[src/rtl/ws281x_bit_serializer.sv]
// Pixel-word to bit-strobe serializer feeding the WS281x waveform stage.
// Shifts each accepted word out MSB first and appends a latch low-time after the last pixel.
module ws281x_bit_serializer #(
  parameter int unsigned PIX_WIDTH     = 24,
  parameter int unsigned RST_CNT_WIDTH = 16
) (
  input  logic                     clk_in,
  input  logic                     rst_n_in,
  input  logic                     pix_valid_in,
  input  logic [PIX_WIDTH-1:0]     pix_data_in,
  input  logic                     pix_last_in,
  output logic                     pix_ready_out,
  output logic                     bit_rdy_out,
  output logic                     bit_data_out,
  input  logic                     bit_done_in,
  input  logic [RST_CNT_WIDTH-1:0] rst_cnt_in,
  output logic                     busy_out,
  output logic                     frame_done_out
);

  localparam int unsigned BitCntW = $clog2(PIX_WIDTH + 1);

  typedef enum logic [1:0] {StIdle, StSend, StWait, StLatch} state_e;

  state_e                   state_q;
  logic [PIX_WIDTH-1:0]     shift_q;
  logic [BitCntW-1:0]       bits_left_q;
  logic                     last_q;
  logic [RST_CNT_WIDTH-1:0] latch_cnt_q;
  logic                     pix_ready_q;
  logic                     bit_rdy_q;
  logic                     bit_data_q;
  logic                     busy_q;
  logic                     frame_done_q;

  always_ff @(posedge clk_in or negedge rst_n_in) begin
    if (!rst_n_in) begin
      state_q      <= StIdle;
      shift_q      <= '0;
      bits_left_q  <= '0;
      last_q       <= 1'b0;
      latch_cnt_q  <= '0;
      pix_ready_q  <= 1'b0;
      bit_rdy_q    <= 1'b0;
      bit_data_q   <= 1'b0;
      busy_q       <= 1'b0;
      frame_done_q <= 1'b0;
    end else begin
      bit_rdy_q    <= 1'b0;
      frame_done_q <= 1'b0;
      unique case (state_q)
        StIdle: begin
          if (pix_valid_in && pix_ready_q) begin
            shift_q     <= pix_data_in;
            last_q      <= pix_last_in;
            bits_left_q <= BitCntW'(PIX_WIDTH);
            // Outputs are registered, so the first strobe is launched on the accept edge.
            bit_rdy_q   <= 1'b1;
            bit_data_q  <= pix_data_in[PIX_WIDTH-1];
            pix_ready_q <= 1'b0;
            busy_q      <= 1'b1;
            state_q     <= StSend;
          end else begin
            pix_ready_q <= 1'b1;
            busy_q      <= 1'b0;
          end
        end
        StSend: begin
          shift_q     <= shift_q << 1;
          bits_left_q <= bits_left_q - 1'b1;
          state_q     <= StWait;
        end
        StWait: begin
          if (bit_done_in) begin
            if (bits_left_q != '0) begin
              bit_rdy_q  <= 1'b1;
              bit_data_q <= shift_q[PIX_WIDTH-1];
              state_q    <= StSend;
            end else if (last_q) begin
              bit_data_q  <= 1'b0;
              latch_cnt_q <= (rst_cnt_in == '0) ? RST_CNT_WIDTH'(1) : rst_cnt_in;
              state_q     <= StLatch;
            end else begin
              pix_ready_q <= 1'b1;
              busy_q      <= 1'b0;
              state_q     <= StIdle;
            end
          end
        end
        StLatch: begin
          if (latch_cnt_q == RST_CNT_WIDTH'(1)) begin
            frame_done_q <= 1'b1;
            pix_ready_q  <= 1'b1;
            busy_q       <= 1'b0;
            state_q      <= StIdle;
          end else begin
            latch_cnt_q <= latch_cnt_q - 1'b1;
          end
        end
        default: state_q <= StIdle;
      endcase
    end
  end

  assign pix_ready_out  = pix_ready_q;
  assign bit_rdy_out    = bit_rdy_q;
  assign bit_data_out   = bit_data_q;
  assign busy_out       = busy_q;
  assign frame_done_out = frame_done_q;

endmodule

[config.mk]
export PLATFORM = sky130hd
export DESIGN_NAME = ws281x_bit_serializer
export DESIGN_NICKNAME = d
export VERILOG_FILES = /design/src/rtl/ws281x_bit_serializer.sv
export SDC_FILE = /design/constraint.sdc
export NUM_CORES = 1
export LEC_CHECK = 0
export BUFFER_PORTS_ARGS = -buffer_cell sky130_fd_sc_hd__buf_2
export CORE_ASPECT_RATIO = 0.75
export CORE_UTILIZATION = 60
export DETAILED_ROUTE_END_ITERATION = 10
export PLACE_DENSITY_LB_ADDON = 0.15
export SLEW_MARGIN = 0
export SYNTH_ARGS = -nofsm -noshare
export SYNTH_HDL_FRONTEND = slang
export SYNTH_SLANG_ARGS = --single-unit
[constraint.sdc]
create_clock -name clk_in -period 3.75 [get_ports clk_in]
set_clock_uncertainty 0.1 [all_clocks]
set_input_delay 0.1875 -clock clk_in [delete_from_list [all_inputs] [get_ports clk_in]]
set_output_delay 0.1875 -clock clk_in [all_outputs]
set_load 0.02 [all_outputs]
==> results.md, run 1 <==
* Outcome: complete, no violations
* Total CTS buffers at 5
* FF+latch count, synth at between 50 and 60
* Setup TNS at 0 ns
* Vias per Instance at roughly 6.2
* CP Launch Type: flip-flop
* TritonRoute pass-1 iters at 5
* Setup-failing EPs final at 0
* Seq/Total Area, Yosys at between 40% and 50%
* Synth Warn # at 0
* Initial antenna violation count at 0
* Ant. Diodes at 0
* Die height at 62.6 µm
* Setup bufs post-CTS at 0
* Final Critical Period at 2.66 ns
* Setup slack after layout at ~1.1 ns
* Hpwl dp at 4740 µm
* Synthesized area per cell at between 9 and 10 µm²
* Dpl ws at between 1 and 1.5 ns
* Arr. time, crit path at 2.75 ns
* Largest net degree at the start of global routing at 36
* Cells on worst reg2reg path at 7
* Relative slew slack at roughly 31%
* Most common cell type on the critical path: inv_1
* Max_cap viols at 0
* Layout area overhead at 12.9%
* Number of global-route vias before repair at between 2,000 and 2,500
* Post-route DRC violation count at 0
* 1st-iter DRT viols at about 140
* RSZ-0062 raised after global routing: false
* Total Routing Usage GR at 27.3%
* Kind of critical path: flip-flop to flip-flop
* Peak Freq at 377 MHz
* Routed len/inst at about 16 µm
* # H-tree levels at 2
* Post-synth EDFFs at 0
* Die Area at 5170 µm²
* Post-synthesis cell count at approximately 310
* Final #Nets at about 410
* CP Cell Sequence: inv_1 -> ha_1 -> inv_1 -> a22oi_1 -> or2_2 -> a211oi_1 -> a21o_1
* Total grt overflow at 0
* Post-DRT Antenna Nets at 0
* Clk_lat worst skew at about 0.30 ns
* Req. time, crit path at about 3.8 ns
* Ys async rst share at 100%
* Final core utilization at ~72%
* Crit end category: flip-flop
* Area of the core at about 4600 µm²
* Via count at around 2,600
* Slowest CP cell: a22oi_1
* Final instance area at around 3300 µm²
* Slew @ Worst Pin at about 1.0 ns
* Main synth FF type: dfrtp_1
* Buffers added on ports at 49
* FP Rows at 21
* Hold Crit Class: input pin to flip-flop
* Final Hold Fails at 0
* Syn nets at about 370
* Chip width at about 83 µm
* Count of cell types in the netlist at between 50 and 60
* # fillers at around 370
* TritonCTS clock tree: built
* First-pass GRT wire length at approximately 11,000 µm
* Final period utilization at a little over two thirds
* Max FO, Critical Path at 14
* PwrDens at between 800 and 900 nW/µm²
* Clock sink total at 53
* Final Max Tran Viols at 0
* GPL Wtd Cong at about 0.96
* Reg clk slew, reported paths at around 0.090 ns
* Placed instance area at 3210 µm²
* Min Hold Slack at roughly 0.014 ns
* Mapped Area at 2930 µm²
* Max stage delay on crit path at 0.72 ns
* WL final at 6480 µm
* Hold path cells at 2
* Maximum vdd drop at around 0.42 mV
* Initial cell density of the core at 64.1%
* Total I/O pin count at 50
* LEAKAGE at ~1.5 nW
* Clk buf depth at 2
* CTS root buf: clkbuf_8
* Layout cells sized above 1 at 21.2%
==> worst max-delay path: cells and delay by family, from the launching register on <==
| family | cells | cell delay (ns) |
|---|---|---|
| AO/OA/AOI/OAI | 3 | 0.97 |
| flip-flops | 1 | 0.43 |
| AND/OR/NAND/NOR | 1 | 0.41 |
| adder cells (fa/ha/maj) | 1 | 0.35 |
| buffers and inverters | 2 | 0.28 |
==> cells by family (layout without fill, tap and decap cells) <==
logic type | Yosys count | in the layout | synth area share, %
AOI/OAI and AO/OA | 99 | 99 | 20.6
xor gates and xnor gates | 1 | 1 | 0.299
adders and majority gates | 7 | 7 | 2.99
buffers and inverters | 27 | 72 | 3.63
DFF | 53 | 53 | 45.2
muxes | 27 | 27 | 9.30
and+or+nand+nor | 99 | 99 | 18.0
==> what timing repair did <==
item,in CTS,in global routing
resized for setup,0,0
hold buffers,1,0
hold endpoints to repair,18,0
==> Yosys cell counts (2+ instances only) <==
master     instances  area (µm²)
o31ai_1            2        15.0
or4_4              2        22.5
a2bb2oi_1          2        17.5
o22ai_1            6        37.5
a31oi_1            5        31.3
and3_1             2        12.5
a21o_1             2        15.0
nand2_1           46         173
nand4_1            2        12.5
or4b_2             2        20.0
o21ai_0           40         200
mux2_2             2        22.5
inv_1              9        33.8
nor3_1             8        40.0
buf_1              3        11.3
nor4_1             8        50.1
dfrtp_1           53        1330
nor2_1             9        33.8
clkbuf_1          12        45.0
a21oi_1           24         120
ha_1               7        87.6
nand3b_1           2        15.0
nand3_1            7        35.0
mux2i_1           25         250
nand2b_1           2        12.5
o22a_1             3        26.3
==> worst paths after layout <==
path,start,slack [ns],to
worst max register to register,state_q[0],1.09,latch_cnt_q[11]
min in group asynchronous,rst_n_in,0.24,latch_cnt_q[3]
worst min register to register,shift_q[7],0.39,shift_q[7]
worst min-delay path,pix_last_in,0.01,last_q
worst max-delay path,state_q[0],1.09,latch_cnt_q[11]
max in group asynchronous,rst_n_in,2.53,latch_cnt_q[9]
==> cell usage in the layout (no fill, tap or decap), types with 2 or more instances in the layout <==
master	count
or4_4	2
dfrtp_1	53
nand3_1	7
clkinv_2	2
nand3b_1	2
inv_1	9
nor4_1	8
a2bb2oi_1	2
o21ai_0	40
nor3_1	8
a31oi_1	5
buf_4	4
or4b_2	2
a21oi_1	24
nand4_1	2
ha_1	7
buf_2	49
o31ai_1	2
o22a_1	3
nand2_1	46
nor2_1	9
clkbuf_8	5
and3_1	2
o22ai_1	6
nand2b_1	2
mux2i_1	25
a21o_1	2
mux2_2	2
==> state kept, by name, indices dropped and copies added, names as in the netlist <==
register        cells
shift_q            24
frame_done_out      1
bit_rdy_out         1
busy_out            1
state_q             2
bit_data_out        1
latch_cnt_q        16
bits_left_q         5
pix_ready_out       1
last_q              1
==> per-stage QoR <==
step / total power [W] / cells
after floorplan: 0.00209 / 313
after global placement: 0.00235 / 406
after detailed placement: 0.00242 / 406
after CTS: 0.00273 / 415
after global routing: 0.00298 / 415
final: 0.00274 / 415
==> report_power, final <==
part,internal (W),switching [W],total (W),leakage [nW]
combinational,0.000540,0.000798,0.00134,0.770
clock,0.000129,0.000182,0.000311,0.0439
sequential,0.000846,0.000241,0.00109,0.644
total,0.00151,0.00122,0.00274,1.46
==> layout make-up <==
type	instances	area (µm²)	share of cell area [%]
multi-input cells	233	1500	45.4
flip-flops and latches	53	1330	40.1
repair buffers	54	285	8.62
well taps	57	71.3	2.15
clock buffers	5	68.8	2.08
inverters	10	37.5	1.13
clock inverters	3	17.5	0.529
==> routing by layer <==
layer  global-route usage (%)  vias to the layer above  wire length (µm)
li1                         -                     1238                 -
met1                     40.3                     1231              3130
met2                     39.3                       94              2880
met3                     5.99                        8               406
met4                     9.70                        0                68
met5                        0                        -                 0
(Power assumes the default switching activity.)
==> inputs of run 2 (changes only) <==
--- a/config.mk
+++ b/config.mk
@@ -5,9 +5,10 @@
 export SDC_FILE = /design/constraint.sdc
 export NUM_CORES = 1
 export LEC_CHECK = 0
+export ABC_AREA = 1
 export BUFFER_PORTS_ARGS = -buffer_cell sky130_fd_sc_hd__buf_2
 export CORE_ASPECT_RATIO = 0.75
-export CORE_UTILIZATION = 60
+export CORE_UTILIZATION = 51
 export DETAILED_ROUTE_END_ITERATION = 10
 export PLACE_DENSITY_LB_ADDON = 0.15
 export SLEW_MARGIN = 0
==> constraint.sdc (replaced) <==
create_clock -name clk_in -period 2.3 [get_ports clk_in]
set_clock_uncertainty 0.1 [all_clocks]
set_input_delay 0.115 -clock clk_in [delete_from_list [all_inputs] [get_ports clk_in]]
set_output_delay 0.115 -clock clk_in [all_outputs]
set_load 0.02 [all_outputs]
==> run 2 against run 1 <==
Sequential share of layout area is 5.1 points lower. Cell area grew 15%. Cell count increased by 44%. Critical path type unchanged. Largest cell class unchanged. Worst hold slack worse by 0.0046 ns. Critical path depth increased by 3.
==> results.md, run 2 <==
* TritonRoute pass-1 iters at 4 (-1)
* Hold Crit Class: input pin to flip-flop
* Setup bufs post-CTS at 0 (unchanged)
* Ys async rst share at 100% (unchanged)
* CTS root buf: clkbuf_8
* Die height at 69.3 µm (+11%)
* Final instance area at 3790 µm² (+15%)
* Max reg flops at 24 (unchanged)
* Total Routing Usage GR at 23.9% (-3.4 points)
* Mapped Area at 3080 µm² (+5.0%)
* Kind of critical path: flip-flop to flip-flop
* 1st-iter DRT viols at 142 (-1.4%)
* Ant. Diodes at 0 (unchanged)
* Hold path cells at 5 (+3)
* Most common cell after layout, fill and taps aside: nand2_1
* Combinational Power Share at 54.1% (+5.2 points)
* Crit end category: flip-flop
* FF+latch count, synth at 53 (unchanged)
* Initial cell density of the core at 52.9% (-11 points)
* CTS Hold Bufs at 28 (+27)
* Buffers added on ports at 49 (unchanged)
* Post-synth EDFFs at 0 (unchanged)
* Post-route DRC violation count at 0 (unchanged)
* Relative slew slack at 58.9% (+28 points)
* Layout cells sized above 1 at 14.3% (-6.9 points)
* Clock Power Share at 11.3% (about the same)
* Synth top area share at 43.1% (-2.1 points)
* Clk_lat worst skew at 0.31 ns (about the same)
* LEAKAGE at 1.97 nW (+35%)
* Synthesized area per cell at 7.00 µm² (-25%)
* Arr. time, crit path at 2.19 ns (-0.56 ns)
* Most frequent cells in the layout: nand2_1 (169), dfrtp_1 (53), nor2_1 (51), buf_2 (49), inv_1 (42)
* GRT met1 Usage at 36.5% (-3.8 points)
* Post-CTS sizing at 0 (unchanged)
* Reg clk slew, reported paths at 0.10 ns (about the same)
* CP top delay family: buffers and inverters
* Via count at 3,035 (+18%)
* Biggest regs: shift_q (24), latch_cnt_q (16), bits_left_q (5)
* Max FO, Critical Path at 11 (-3)
* Total I/O pin count at 50 (unchanged)
* FP Rows at 24 (+14%)
* RR Startpoint: state_q[0]
* GPL Wtd Cong at 0.911 (-4.8%)
* Post-DRT Antenna Nets at 0 (unchanged)
* Final period utilization at 88.4% (+18 points)
* Final Max Tran Viols at 0 (unchanged)
* Final Hold Fails at 0 (unchanged)
* Maximum vdd drop at 0.574 mV (+37%)
* Fin cells at 596 (+44%)
* Outcome: complete, no violations
* Layout area overhead at 23.2%
* RSZ-0062 raised after global routing: false
* Share of power burned in registers at 34.6% (-5.1 points)
* Chip width at 91.7 µm (+11%)
* Area of the core at 5830 µm² (+27%)
* Switch share at 47.5% (+2.8 points)
* Initial antenna violation count at 0 (unchanged)
* Max stage delay on crit path at 0.44 ns (-0.28 ns)
* CP Cell Sequence: inv_1 -> ha_1 -> inv_2 -> nand2_1 -> o211ai_1 -> a21oi_2 -> nand2_2 -> inv_1 -> nand2_1 -> nand2_1
* Die Area at 6360 µm² (+23%)
* CP Launch Type: flip-flop
* Slowest CP cell: dfrtp_1
* Most common library cells after synthesis: nand2_1 (169), dfrtp_1 (53), nor2_1 (51), inv_1 (42), o21ai_0 (28)
* Setup-failing EPs final at 0 (unchanged)
* Synth Warn # at 0 (unchanged)
* Worst hold start: rst_cnt_in[13]
* TritonCTS clock tree: built
* Top-count cell post-synth: nand2_1
* Req. time, crit path at 2.45 ns (-1.39 ns)
* Worst Path Buf+Inv at 3 (+1)
* GRT met3 Usage at 4.06% (-1.9 points)
* PwrDens at 1300 nW/µm² (+58%)
* Total CTS buffers at 5 (unchanged)
* Largest net degree at the start of global routing at 28 (-22%)
* Total grt overflow at 0 (unchanged)
* Final #Nets at 569 (+39%)
* Final Critical Period at 2.03 ns (-0.622 ns)
* GRT busiest layer: met1
* Clk buf depth at 2 (unchanged)
* Sw Pwr at 0.00235 W (+92%)
* Clock sink total at 53 (unchanged)
* Reg2reg end: latch_cnt_q[11]
* Count of cell types in the netlist at 28 (-48%)
* Max_cap viols at 0 (unchanged)
* Slew @ Worst Pin at 0.616 ns (-0.417 ns)
* Dpl cells at 560 (+38%)
* Syn nets at 492 (+35%)
* Vias per Instance at 5.09 (-18%)
* Cells on worst reg2reg path at 10 (+3)
* WL final at 6930 µm (+7.0%)
* Placed instance area at 3420 µm² (+6.4%)
* P_int at 0.00260 W (+72%)
* First-pass GRT wire length at 12,200 µm (+12%)
* Seq/Total Area, Yosys at 43.1% (-2.1 points)
* Most common cell type on the critical path: nand2_1
* Biggest register: shift_q
* Post-synthesis cell count at 440 (+41%)
* Main synth FF type: dfrtp_1
* WP depth at 10 (+3)
* Routed len/inst at 11.6 µm (-26%)
* Peak Freq at 492 MHz (+31%)
* Met2 GRT Util at 35.3% (-4.0 points)
* Flop2flop setup slack at 0.27 ns (-0.83 ns)
* Yosys top cell by area: dfrtp_1
* # H-tree levels at 2 (unchanged)
* Setup TNS at 0 ns (unchanged)
* Hold Path Sink: latch_cnt_q[13]
* Hpwl dp at 5070 µm (+6.9%)
* Number of global-route vias before repair at 2,720 (+15%)
* Final core utilization at 65.1% (-7.3 points)
* Top post-synthesis cells by area: dfrtp_1 (43%), nand2_1 (21%), nor2_1 (6.2%)
run 2: kinds of logic (layout without fill, tap and decap cells):
| kind of cell | after synthesis | count (layout) | share of synthesized area, % |
|---|---|---|---|
| adder cells (fa/ha/maj) | 7 | 7 | 2.84 |
| buffers and inverters | 61 | 139 | 8.17 |
| XOR/XNOR | 5 | 5 | 1.42 |
| AO/OA/AOI/OAI | 61 | 61 | 11.7 |
| AND/OR/NAND/NOR | 252 | 252 | 32.4 |
| flip-flops | 53 | 53 | 43.1 |
| multiplexers | 1 | 1 | 0.325 |
run 2: layer usage:
layer | share of wire [%] | up-vias
met5 | 0 | -
met2 | 42 | 89
met4 | 0.91 | 0
li1 | - | 1545
met3 | 5.1 | 8
met1 | 52 | 1393
run 2: power by group through the flow:
stage / logic, W / registers (W) / clock network (W)
final: 0.00268 / 0.00171 / 0.000558
after global placement: 0.00256 / 0.00172 / 0
after global routing: 0.00309 / 0.00177 / 0.000615
after floorplan: 0.00203 / 0.00169 / 0
after detailed placement: 0.00263 / 0.00172 / 0
after CTS: 0.00267 / 0.00171 / 0.000576
run 2: how the worst max path moves through the flow:
stage / start / end / slack (ns)
after floorplan: state_q[0] / latch_cnt_q[10] / 0.52
after global placement: state_q[1] / bits_left_q[3] / 0.34
after detailed placement: state_q[0] / latch_cnt_q[11] / 0.28
after CTS: state_q[0] / latch_cnt_q[11] / 0.26
after global routing: state_q[0] / latch_cnt_q[11] / 0.09
final: state_q[0] / latch_cnt_q[11] / 0.27
run 2: per-stage QoR:
stage	worst slack [ns]	hold WS (ns)	power [W]
floorplan	0.522	-0.281	0.00372
global placement	0.337	0.0758	0.00428
detailed placement	0.275	0.0741	0.00435
CTS	0.262	0.00639	0.00496
global route	0.0859	0.0243	0.00548
finish	0.267	0.00963	0.00495
run 2: worst reg2reg max path: stages, from the launching register on:
cell and delay, ns:
dfrtp_1 0.44, inv_1 0.10, ha_1 0.31, inv_2 0.10, nand2_1 0.10, o211ai_1 0.10
a21oi_2 0.19, nand2_2 0.07, inv_1 0.29, nand2_1 0.11, nand2_1 0.08
run 2: final cells by class:
type | count | area (µm²)
Clock buffer | 5 | 68.8
Clock inverter | 3 | 26.3
Fill cell | 519 | 2030
Inverter | 45 | 169
Multi-Input combinational cell | 326 | 1500
Sequential cell | 53 | 1330
Tap cell | 78 | 97.6
Timing Repair Buffer | 86 | 606
